--- src/rtl/read_ddr_fifo_fill_ctrl.sv ---
// Refills the video read FIFO from DDR for one frame at a time. A burst is
// issued only when the FIFO has room for every beat of it. Only one burst is
// ever outstanding, and returned beats are gated into the FIFO write port.
`timescale 1ns/1ps

module read_ddr_fifo_fill_ctrl #(
  parameter int unsigned ADDR_WIDTH       = 28,
  parameter int unsigned FIFO_DEPTH_WIDTH = 10,
  parameter int unsigned BURST_LEN        = 64,
  parameter int unsigned BEAT_BYTES       = 32,
  parameter int unsigned FRAME_BEATS      = 57600
) (
  input  logic                        clk,
  input  logic                        rst,
  input  logic                        frame_start,
  input  logic [ADDR_WIDTH-1:0]       frame_base,
  input  logic [FIFO_DEPTH_WIDTH:0]   fifo_wr_water_level,
  output logic                        rd_req_valid,
  input  logic                        rd_req_ready,
  output logic [ADDR_WIDTH-1:0]       rd_req_addr,
  output logic [7:0]                  rd_req_len,
  input  logic                        rd_data_valid,
  output logic                        fifo_wr_en,
  output logic                        busy,
  output logic                        frame_done,
  output logic                        err
);

  localparam int unsigned FREE_W = FIFO_DEPTH_WIDTH + 2;
  localparam int unsigned CNT_W  = 9;
  localparam int unsigned BL_W   = $clog2(FRAME_BEATS + 1);

  localparam logic [FREE_W-1:0] CAPACITY      = FREE_W'(2 ** FIFO_DEPTH_WIDTH);
  localparam logic [BL_W-1:0]   FRAME_BEATS_W = BL_W'(FRAME_BEATS);
  localparam logic [CNT_W-1:0]  BURST_LEN_W   = CNT_W'(BURST_LEN);

  typedef enum logic [2:0] {
    S_IDLE,
    S_SETTLE,
    S_CHECK,
    S_REQ,
    S_DATA,
    S_DONE
  } state_t;

  state_t                  state;
  logic [ADDR_WIDTH-1:0]   cur_addr;
  logic [BL_W-1:0]         beats_left;
  logic [CNT_W-1:0]        burst_n;
  logic [CNT_W-1:0]        beat_cnt;
  logic                    settle_cnt;

  logic [CNT_W-1:0]        n_c;
  logic [FREE_W-1:0]       free_c;
  logic                    room_c;
  logic                    last_beat_c;

  // Size of the next burst: full length, or whatever is left of the frame.
  always_comb begin
    n_c = BURST_LEN_W;
    if (32'(beats_left) < BURST_LEN) n_c = CNT_W'(beats_left);
  end

  assign free_c      = CAPACITY - FREE_W'(fifo_wr_water_level);
  assign room_c      = (32'(free_c) >= 32'(n_c));
  assign last_beat_c = (beat_cnt == (burst_n - CNT_W'(1)));

  // Beats reach the FIFO only while a burst is being received.
  assign fifo_wr_en  = rd_data_valid && (state == S_DATA);

  // Frame sequencer with registered request/status outputs.
  always_ff @(posedge clk or posedge rst) begin
    if (rst) begin
      state        <= S_IDLE;
      cur_addr     <= '0;
      beats_left   <= '0;
      burst_n      <= '0;
      beat_cnt     <= '0;
      settle_cnt   <= 1'b0;
      rd_req_valid <= 1'b0;
      rd_req_addr  <= '0;
      rd_req_len   <= '0;
      busy         <= 1'b0;
      frame_done   <= 1'b0;
      err          <= 1'b0;
    end else begin
      frame_done <= 1'b0;
      if (frame_start && (state != S_IDLE)) err <= 1'b1;
      if (rd_data_valid && (state != S_DATA)) err <= 1'b1;

      case (state)
        S_IDLE: begin
          if (frame_start) begin
            cur_addr   <= frame_base;
            beats_left <= FRAME_BEATS_W;
            settle_cnt <= 1'b0;
            busy       <= 1'b1;
            state      <= S_SETTLE;
          end
        end
        S_SETTLE: begin
          // Two cycles so the water level catches up with the last writes.
          if (settle_cnt) begin
            settle_cnt <= 1'b0;
            state      <= S_CHECK;
          end else begin
            settle_cnt <= 1'b1;
          end
        end
        S_CHECK: begin
          if (beats_left == '0) begin
            frame_done <= 1'b1;
            state      <= S_DONE;
          end else if (room_c) begin
            rd_req_addr  <= cur_addr;
            rd_req_len   <= 8'(n_c - CNT_W'(1));
            burst_n      <= n_c;
            rd_req_valid <= 1'b1;
            state        <= S_REQ;
          end
        end
        S_REQ: begin
          if (rd_req_ready) begin
            rd_req_valid <= 1'b0;
            beat_cnt     <= '0;
            state        <= S_DATA;
          end
        end
        S_DATA: begin
          if (rd_data_valid) begin
            if (last_beat_c) begin
              cur_addr   <= cur_addr + ADDR_WIDTH'(32'(burst_n) * BEAT_BYTES);
              beats_left <= beats_left - BL_W'(burst_n);
              settle_cnt <= 1'b0;
              state      <= S_SETTLE;
            end else begin
              beat_cnt <= beat_cnt + CNT_W'(1);
            end
          end
        end
        S_DONE: begin
          busy  <= 1'b0;
          state <= S_IDLE;
        end
        default: state <= S_IDLE;
      endcase
    end
  end

endmodule

--- config.mk ---
export PLATFORM = sky130hd
export DESIGN_NAME = read_ddr_fifo_fill_ctrl
export DESIGN_NICKNAME = d
export VERILOG_FILES = /design/src/rtl/read_ddr_fifo_fill_ctrl.sv
export SDC_FILE = /design/constraint.sdc
export NUM_CORES = 1
export LEC_CHECK = 0
export ABC_AREA = 0
export ABC_CLOCK_PERIOD_IN_PS = 3700
export BUFFER_PORTS_ARGS = -buffer_cell sky130_fd_sc_hd__buf_2
export CAP_MARGIN = 10
export CELL_PAD_IN_SITES_DETAIL_PLACEMENT = 2
export CELL_PAD_IN_SITES_GLOBAL_PLACEMENT = 2
export CORE_MARGIN = 5
export CORE_UTILIZATION = 33
export CTS_CLUSTER_DIAMETER = 30
export DETAILED_ROUTE_END_ITERATION = 10
export GPL_TIMING_DRIVEN = 0
export PLACE_DENSITY = 0.79
export SYNTH_ARGS = -nofsm -noshare
export SYNTH_HDL_FRONTEND = slang
export SYNTH_SLANG_ARGS = --single-unit
--- constraint.sdc ---
create_clock -name clk -period 3.7 [get_ports clk]
set_clock_uncertainty 0.15 [all_clocks]
set_input_delay 0.555 -clock clk [delete_from_list [all_inputs] [get_ports clk]]
set_output_delay 0.555 -clock clk [all_outputs]
set_load 0.01 [all_outputs]
After elaboration in Yosys (flattened, before gate mapping)
Index checks and enable logic that the tools add are counted.

cells by class
  add/sub/neg operators = 6
  order comparisons = 2
  equal/unequal tests = 16
  muxes and demuxes = 36
  bitwise logic cells = 1
  reductions and logical operators = 19

operators by type and width
  kind                                                                    count
  28-bit 2-to-1 mux                                                       3
  28-bit case mux with 2 select lines                                     1
  16-bit 2-to-1 mux                                                       3
  9-bit 2-to-1 mux                                                        4
  16-bit case mux with 2 select lines                                     1
  28-bit by 14-bit adder with 28-bit output                               1
  3-bit 2-to-1 mux                                                        7
  9-bit case mux with 2 select lines                                      1
  16-bit zero test                                                        1
  16-bit by 7-bit < comparator with 1-bit output (second input constant)  1
  2-bit inequality test (second input constant)                           8
  4-bit AND reduction                                                     4
  16-bit by 9-bit subtractor with 16-bit output                           1
  3-bit case mux with 5 select lines                                      1
  12-bit by 9-bit greater-or-equal comparator with 1-bit output           1
  1-bit 2-to-1 mux                                                        12
  11-bit by 11-bit subtractor with 12-bit output (first input constant)   1
  2-bit nonzero test                                                      5
  9-bit by 1-bit adder with 9-bit output (second input constant)          1
  9-bit == test                                                           1
  9-bit by 1-bit subtractor with 9-bit output (second input constant)     1
  8-bit by 1-bit subtractor with 8-bit output (second input constant)     1
  3-bit by 2-bit == test with 1-bit output (second input constant)        2
  3-bit == test (second input constant)                                   2
  other kinds (11)                                                        16

storage, ports and cells
  flip-flop bits (word level) = 106
  bits of input ports = 44
  output and inout port bits = 41
  word-level logic and storage cells = 92

Logic depth before layout (Yosys ltp)
Gate-level depths: netlist of the first run.

  word-level depth = 6
  depth in mapped cells = 13

Least setup slack after synthesis of the first run
Ideal clock, no wire load.

  path type = register -> register
  start = register beats_left[10]
  end = register rd_req_addr[0]
  library setup time = 0.127 ns
  arrival time = 3.590 ns
  data required time = 3.423 ns
  setup slack = -0.168 ns
  stages on the path, launching flop included = 13
  period minus slack after synthesis = 3.868 ns
  path through = dfrtp_1 or4_4 nor4_4 clkbuf_1 nand2_1 ha_1 a2111o_1 a311oi_1 a2111oi_2 nor3_2 nor2_8 buf_6 mux2_1

on the way
  cells in the longest elaborated chain, start to end = 4
  elaborated cells on any way between the ends = 6
  classes of those cells = order compare: 2; mux: 1; bitwise: 1; reduce/logical: 2

RTL lines
  element                                                        line  text
  start, declared                                                48    logic [BL_W-1:0] beats_left;
  start signal, assigned                                         133   beats_left <= beats_left - BL_W'(burst_n);
  16-bit by 7-bit < comparator with 1-bit output                 61    if (32'(beats_left) < BURST_LEN) n_c = CNT_W'(beats_left);
  9-bit 2-to-1 mux                                               61
  12-bit by 9-bit greater-or-equal comparator with 1-bit output  65    assign room_c = (32'(free_c) >= 32'(n_c));
  3-bit AND reduction (no line) (*)                              n/a
  end signal, assigned                                           115   rd_req_addr <= cur_addr;
  end, declared                                                  20    output logic [ADDR_WIDTH-1:0] rd_req_addr,

Every way passes the cells marked *; elsewhere a longest branch is shown, timed or not.
A chain may end at the register's enable or synchronous reset.

Worst setup path after layout of the first run
  start = register beats_left[10]
  end = register rd_req_len[2]

on the way
  cells in the longest elaborated chain, start to end = 4
  elaborated cells on any way between the ends = 7
  classes of those cells = add/sub: 1; order compare: 2; mux: 1; bitwise: 1; reduce/logical: 2

RTL lines
  element                                                        line  text
  16-bit by 7-bit < comparator with 1-bit output                 61
  9-bit 2-to-1 mux                                               61
  12-bit by 9-bit greater-or-equal comparator with 1-bit output  65
  3-bit AND reduction (no line)                                  n/a
  end signal, assigned                                           116   rd_req_len <= 8'(n_c - CNT_W'(1));
  end, declared                                                  21    output logic [7:0] rd_req_len,

Parallel ways exist; a longest one is shown, timed or not.

==> results.txt, run 1 <==
Most frequent cell after synthesis: dfrtp_1
Count of different cell masters after synthesis: 71
Area of the core region: 0.0188 mm^2
Sink count of the clock tree: 106
Share of layout cells above drive strength 1: 26.2%
Pin count of the biggest net entering global routing: 63
Detailed-route DRC error count: 0
Routed length per placed instance: 21.4 um
Fraction of registers with async set/reset: 100%
Period Utilization, post-route: 102%
Cells after DPL: 976
Number of nets in the layout: 846
Leading cell types by count after synthesis: 106 x dfrtp_1, 80 x nand2_1, 51 x a21oi_1, 51 x nor2_1, 33 x inv_1
Static leakage: 3.45 nW
Total power of the final layout: 5.53 mW
Result of the run: finished, violations left
Largest area contributor in the synthesized netlist: dfrtp_1
Upper clock frequency limit: 265 MHz
X dimension of the die: 148 um
M3 GR Usage: 3.81%
Initial standard-cell utilization of the core: 33.7%
Total routing resource utilization after global routing: 19.7%
Vias in the first global route: 6,385
Setup TNS after final layout: -1.49 ns
DRT iter0 DRCs: 193
Post-synth top flop: dfrtp_1
Placed cell area: 0.00709 mm^2
Critical Path RT: 3.80 ns
Data arrival, critical path: 3.87 ns
Time the final worst path needs with I/O delays and setup: 3.77 ns
Number of nets with antenna violations after detailed routing: 0
Aggregate global routing overflow: 0
Count of endpoints failing hold in the final timing report: 0
Proportion of synthesized chip area in sequential cells: 42.0%
Stages on worst setup path: 14
RSZ-0062 raised after global routing: true
Register clock-pin slew on the reported worst setup and hold paths: 0.07 ns
ANT cells: 0
Critical-path cell with the highest stage delay: or4_4
Max-slew violation total from the final report: 0
Final design instance area without fill: 0.00786 mm^2
Nature of the critical path startpoint: flop
Critical path buffers and inverters: 4
Highest cell delay on the worst timing path: 0.57 ns
Total vias in the final route: 5,559
IO buf count: 84
Worst reg2reg setup slack: -0.07 ns
Count of endpoints failing setup in the final report: 40
Cells along the critical path: or4_4, nor4_4, buf_6, clkbuf_16, nand2_8, ha_4, a2111o_1, a311oi_2, a2111oi_4, nor3_4, buf_12, nor2_8, clkbuf_16, mux2_4
Maximum clock path buffer count: 2
Gate count after technology mapping: 656
Worst slew margin: 49.5%
Total wirelength of the detailed-routed design: 21,600 um
Post-route core utilization: 41.9%
Root Buffer: clkbuf_16
Type of destination of the critical path: flop
Top Family by Delay on Critical Path: simple AND/OR/NAND/NOR gates
Maximum capacitance violations: 0
Critical setup path kind: reg2reg
Clock tree from TritonCTS: yes
Number of placement rows: 50
Ranking of synthesized cells by area: dfrtp_1 42%, ha_1 5.9%, mux2_1 5.0%
Maximum vdd drop: 0.283 mV
P&R area growth vs syn: 24.4%
Violated checks: setup timing
Die height: 148 um
Wire length of the first global-routing pass: 34,700 um
Crit path setup slack, layout: -0.0702 ns
Sum of net half-perimeters after detailed placement: 15,300 um
Number of standard cells in the layout, taps in and fillers out: 1,009
Most utilized layer in the global route result: met2
Most used cell, CP: clkbuf_16
Netlist Area Pre-Place: 0.00632 mm^2
Total number of yosys warnings: 0
Length in cells of the worst reg-to-reg path: 14
Count of boundary I/O pins: 85
Final weighted congestion of routability-driven global placement: 0.845
M2 GR Usage: 35.6%
Worst hold-check slack: 0.126 ns
Area share of the largest cell type after synthesis: 42.0%
Type of the most critical hold path: in2async
Maximum fanout count along the critical path: 7
Tightest Pin Transition: 0.758 ns
Total Die Area: 0.0220 mm^2
Count of TritonRoute iterations in the first routing pass: 4
Vias/cell: 5.51
Met1 track demand over resource: 24.1%
Clock Latency Late Sink: 0.36 ns
Post-synthesis area per instance: 9.63 um^2
CTS Buf Count: 9
H-tree lvl count: 3
Worst slack at placement: -0.602 ns
Power density of the placed cells: 704 mW/mm^2
Antenna violations before repair: 0
Number of synthesized register bits: 106
Number of flops mapped to enable cells by yosys: 0
timing repair:
item | in CTS | in global routing
hold buffers | 0 | 0
gates cloned | 1 | 1
buffers inserted | 11 | 5
endpoints found under the setup margin | 47 | 75
hold endpoints to repair | 0 | 0
resized for setup | 37 | 28
pin swaps | 8 | 2
area by class of cell:
cell class,count,area [um^2]
repair buffers,102,641
plain buffers,23,179
multi-input cells,494,3650
clock buffers,11,253
fillers,2073,10900
clock inverters,5,52.6
flip-flops and latches,106,2650
well taps,234,293
inverters,34,138
sequential cells by signal, summed over array words and instances, names as in the netlist:
register	cells
busy	1
err	1
burst_n	9
rd_req_len	8
rd_req_addr	28
state	3
frame_done	1
rd_req_valid	1
cur_addr	28
beat_cnt	9
settle_cnt	1
beats_left	16
logic make-up (layout without fill, tap and decap cells):
kind of cell	after synthesis	count (layout)	synth area share [%]
xor gates and xnor gates	29	29	4.02
and+or+nand+nor	214	214	17.2
DFF	106	106	42.0
AOI/OAI and AO/OA	170	170	18.0
muxes	47	47	8.16
adders and majority gates	32	32	6.57
buffers and inverters	57	175	3.96
other	1	2	0.0593
power by group:
| group | total [mW] | internal [mW] | switching, mW | leakage (nW) |
|---|---|---|---|---|
| registers | 1.91 | 1.56 | 0.345 | 1.27 |
| logic | 2.60 | 1.16 | 1.44 | 2.03 |
| clock network | 1.03 | 0.560 | 0.466 | 0.151 |
worst paths after layout:
path                                  to           start
min                                 busy             rst
max                        rd_req_len[2]  beats_left[10]
max in group asynchronous     burst_n[3]             rst
max reg2reg                rd_req_len[2]  beats_left[10]
min in group clk             cur_addr[4]   frame_base[4]
min reg2reg                 rd_req_valid    rd_req_valid
layout by cell type (no fill, tap or decap), types with 9 or more instances in the layout:
cell type | Yosys | layout
a21o_1 | 9 | 9
buf_4 | 2 | 11
inv_1 | 33 | 32
o21ai_0 | 30 | 29
and3_1 | 10 | 10
nand3_1 | 13 | 13
o31ai_1 | 9 | 9
mux2_4 | 0 | 22
buf_2 | 5 | 89
clkbuf_16 | 0 | 11
ha_1 | 30 | 26
nor3_1 | 12 | 12
clkbuf_1 | 13 | 11
nand2_1 | 80 | 76
a21oi_1 | 51 | 51
nor2_1 | 51 | 48
xnor2_1 | 22 | 22
mux2i_1 | 11 | 10
dfrtp_1 | 106 | 105
layer usage:
layer	part of all wire, %	vias up
met5	0	-
met4	1.6	0
met3	2.9	22
met2	51	94
met1	44	2855
li1	-	2588
Power figures use the tool's default switching activity.
==> run 2, diff against run 1 <==
Settings changed: BUFFER_PORTS_ARGS -buffer_cell sky130_fd_sc_hd__buf_2 to default, CORE_UTILIZATION 33 to 36, DONT_BUFFER_PORTS from default to 1, PLACE_DENSITY 0.79 to 0.78, SETUP_SLACK_MARGIN from default to 0.1.
==> run 2 against run 1 <==
Sequential cell count did not move. Final area fell by 4.2%. Register-to-register slack got worse by 0.18 ns. Highest routed layer unchanged. The run still ends with setup timing left. Sequential power rose by 6%. Maximum frequency fell by 4.4%. Wire length rose by 0.84%. Global-route usage rose by 2.0 points. Power fell by 0.63%. Combinational power fell by 11%. Cell count fell by 8.5%. Largest power group unchanged.
==> results.txt, run 2 (same netlist as run 1, synthesis figures left out) <==
Leading cell types in the layout, fill and taps excluded: 106 x dfrtp_1, 76 x nand2_1, 50 x a21oi_1, 48 x nor2_1, 31 x inv_1
Period Utilization, post-route: 107% (+4.7 points)
H-tree lvl count: 3 (unchanged)
Internal Pwr Total: 3.26 mW (-0.74%)
Number of standard cells in the layout, taps in and fillers out: 923 (-8.5%)
Aggregate global routing overflow: 0 (unchanged)
Setup TNS after final layout: -9.69 ns (-8.19 ns)
Maximum capacitance violations: 0 (unchanged)
Number of placement rows: 48 (-4.0%)
ANT cells: 0 (unchanged)
Max-slew violation total from the final report: 0 (unchanged)
Result of the run: finished, violations left
Critical-path cell with the highest stage delay: or4_4
Type of the most critical hold path: in2reg
Maximum clock path buffer count: 2 (unchanged)
Upper clock frequency limit: 253 MHz (-4.4%)
Final design instance area without fill: 0.00753 mm^2 (-4.2%)
Total power of the final layout: 5.50 mW (-0.63%)
Cells along the critical path: or4_4, nor4_4, buf_4, buf_8, nand2_8, ha_4, a2111o_1, a311oi_2, a2111oi_4, nor3_4, buf_12, nor2_8, buf_8, mux2_1
Crit path setup slack, layout: -0.245 ns (-0.175 ns)
Combinational power share: 42.1% (-4.9 points)
X dimension of the die: 142 um (-4.0%)
Number of nets with antenna violations after detailed routing: 0 (unchanged)
Die height: 142 um (-4.0%)
Proportion of power drawn by flip-flops and latches: 36.8% (+2.3 points)
Clock tree from TritonCTS: yes
Total Die Area: 0.0203 mm^2 (-7.8%)
Tightest Pin Transition: 0.838 ns (+0.0798 ns)
RSZ-0062 raised after global routing: true
Final weighted congestion of routability-driven global placement: 0.890 (+5.3%)
Post-route core utilization: 43.7% (+1.8 points)
Type of destination of the critical path: flop
Pin count of the biggest net entering global routing: 70 (+11%)
Worst hold-check slack: 0.152 ns (+0.0259 ns)
Psw: 2.24 mW (-0.48%)
Highest cell delay on the worst timing path: 0.55 ns (-0.02 ns)
Net switching fraction of the power: 40.7% (+0.062 points)
Clock Latency Late Sink: 0.36 ns (about the same)
Sum of net half-perimeters after detailed placement: 15,100 um (-1.3%)
Total vias in the final route: 5,347 (-3.8%)
Critical Path RT: 3.80 ns (about the same)
Root Buffer: clkbuf_16
Count of endpoints failing hold in the final timing report: 0 (unchanged)
Vias in the first global route: 6,027 (-5.6%)
DRT iter0 DRCs: 252 (+31%)
Time the final worst path needs with I/O delays and setup: 3.95 ns (+0.175 ns)
IO buf count: 0 (-100%)
Sink count of the clock tree: 106 (unchanged)
Vias/cell: 5.79 (+5.1%)
Register clock-pin slew on the reported worst setup and hold paths: 0.08 ns (about the same)
Power density of the placed cells: 730 mW/mm^2 (+3.7%)
Share of total power in the clock network: 21.1% (+2.6 points)
Maximum fanout count along the critical path: 10 (+3)
CTS Buf Count: 9 (unchanged)
Wire length of the first global-routing pass: 34,500 um (-0.83%)
Area of the core region: 0.0172 mm^2 (-8.2%)
Data arrival, critical path: 4.04 ns (+0.17 ns)
Cells after DPL: 883 (-9.5%)
Worst slack at placement: -0.441 ns (+0.161 ns)
Registers with the highest flip-flop counts: cur_addr x28, rd_req_addr x28, beats_left x16
Placed cell area: 0.00666 mm^2 (-6.1%)
Share of layout cells above drive strength 1: 18.6% (-7.6 points)
Maximum vdd drop: 0.339 mV (+20%)
Total routing resource utilization after global routing: 21.7% (+2.0 points)
Initial standard-cell utilization of the core: 36.7% (+3.0 points)
Violated checks: setup timing
Worst slew margin: 44.1% (-5.3 points)
P&R area growth vs syn: 19.1%
Number of nets in the layout: 769 (-9.1%)
Critical setup path kind: reg2reg
Nature of the critical path startpoint: flop
Count of boundary I/O pins: 85 (unchanged)
Static leakage: 3.15 nW (-8.7%)
Routed length per placed instance: 23.6 um (+10%)
Count of TritonRoute iterations in the first routing pass: 4 (unchanged)
Total wirelength of the detailed-routed design: 21,800 um (+0.84%)
Most used cell, CP: buf_8
Leading cell type in the layout, fill and taps excluded: dfrtp_1
Detailed-route DRC error count: 0 (unchanged)
Count of endpoints failing setup in the final report: 47 (+18%)
Antenna violations before repair: 0 (unchanged)
[run 2: cell types whose count changed in the layout (fill, tap and decap cells not counted), sizes merged]
cell / before / now
bufinv: 1 / 3
buf: 111 / 35
clkinv: 3 / 1
inv: 34 / 36
clkbuf: 25 / 21
dlygate4sd3: 0 / 1
[run 2: worst max-delay path: cells and delay by family (launching register included)]
family | cells | cell delay (ns)
and+or+nand+nor | 5 | 1.21
muxes | 1 | 0.31
AOI/OAI and AO/OA | 3 | 0.88
adders and majority gates | 1 | 0.22
DFF | 1 | 0.40
buffers and inverters | 4 | 0.65
[run 2: what timing repair did]
item,4_1_cts,5_1_grt
gates cloned,1,0
buffers inserted,17,5
gates resized for setup,52,16
hold buffers,1,0
endpoints found under the setup margin,63,81
hold endpoints to repair,37,0
pin swaps,9,7
[run 2: worst paths after layout]
check	cells after the start	endpoint	slack (ns)	from
max in group asynchronous	3	beats_left[10]	2.08	rst
min in group asynchronous	2	cur_addr[9]	0.57	rst
hold / removal	2	cur_addr[4]	0.15	frame_base[4]
setup reg to reg	14	rd_req_addr[13]	-0.25	beats_left[15]
setup / recovery	14	rd_req_addr[13]	-0.25	beats_left[15]
hold reg to reg	2	cur_addr[0]	0.33	cur_addr[0]
[run 2: power groups by stage]
stage	Combinational [mW]	Sequential (mW)	Clock [mW]
final	2.31	2.02	1.16
after CTS	2.25	2.02	1.18
after global placement	1.86	2.01	0
after floorplan	1.50	1.89	0
after global routing	2.53	2.08	1.23
after detailed placement	1.99	2.04	0
[run 2: final cells by class]
type	instances	area [um^2]
flip-flops and latches	106	2650
fillers	1803	9710
multi-input cells	494	3690
repair buffers	25	250
clock buffers	9	225
clock inverters	7	124
inverters	34	133
plain buffers	23	169
well taps	225	282
[run 2: routing by layer]
metal / up-vias / global-route usage, % / wire [um]
met5: - / 0 / 0
met3: 28 / 4.03 / 858
met1: 2771 / 26.9 / 9150
met2: 108 / 38.5 / 11400
met4: 0 / 6.25 / 434
li1: 2440 / - / -
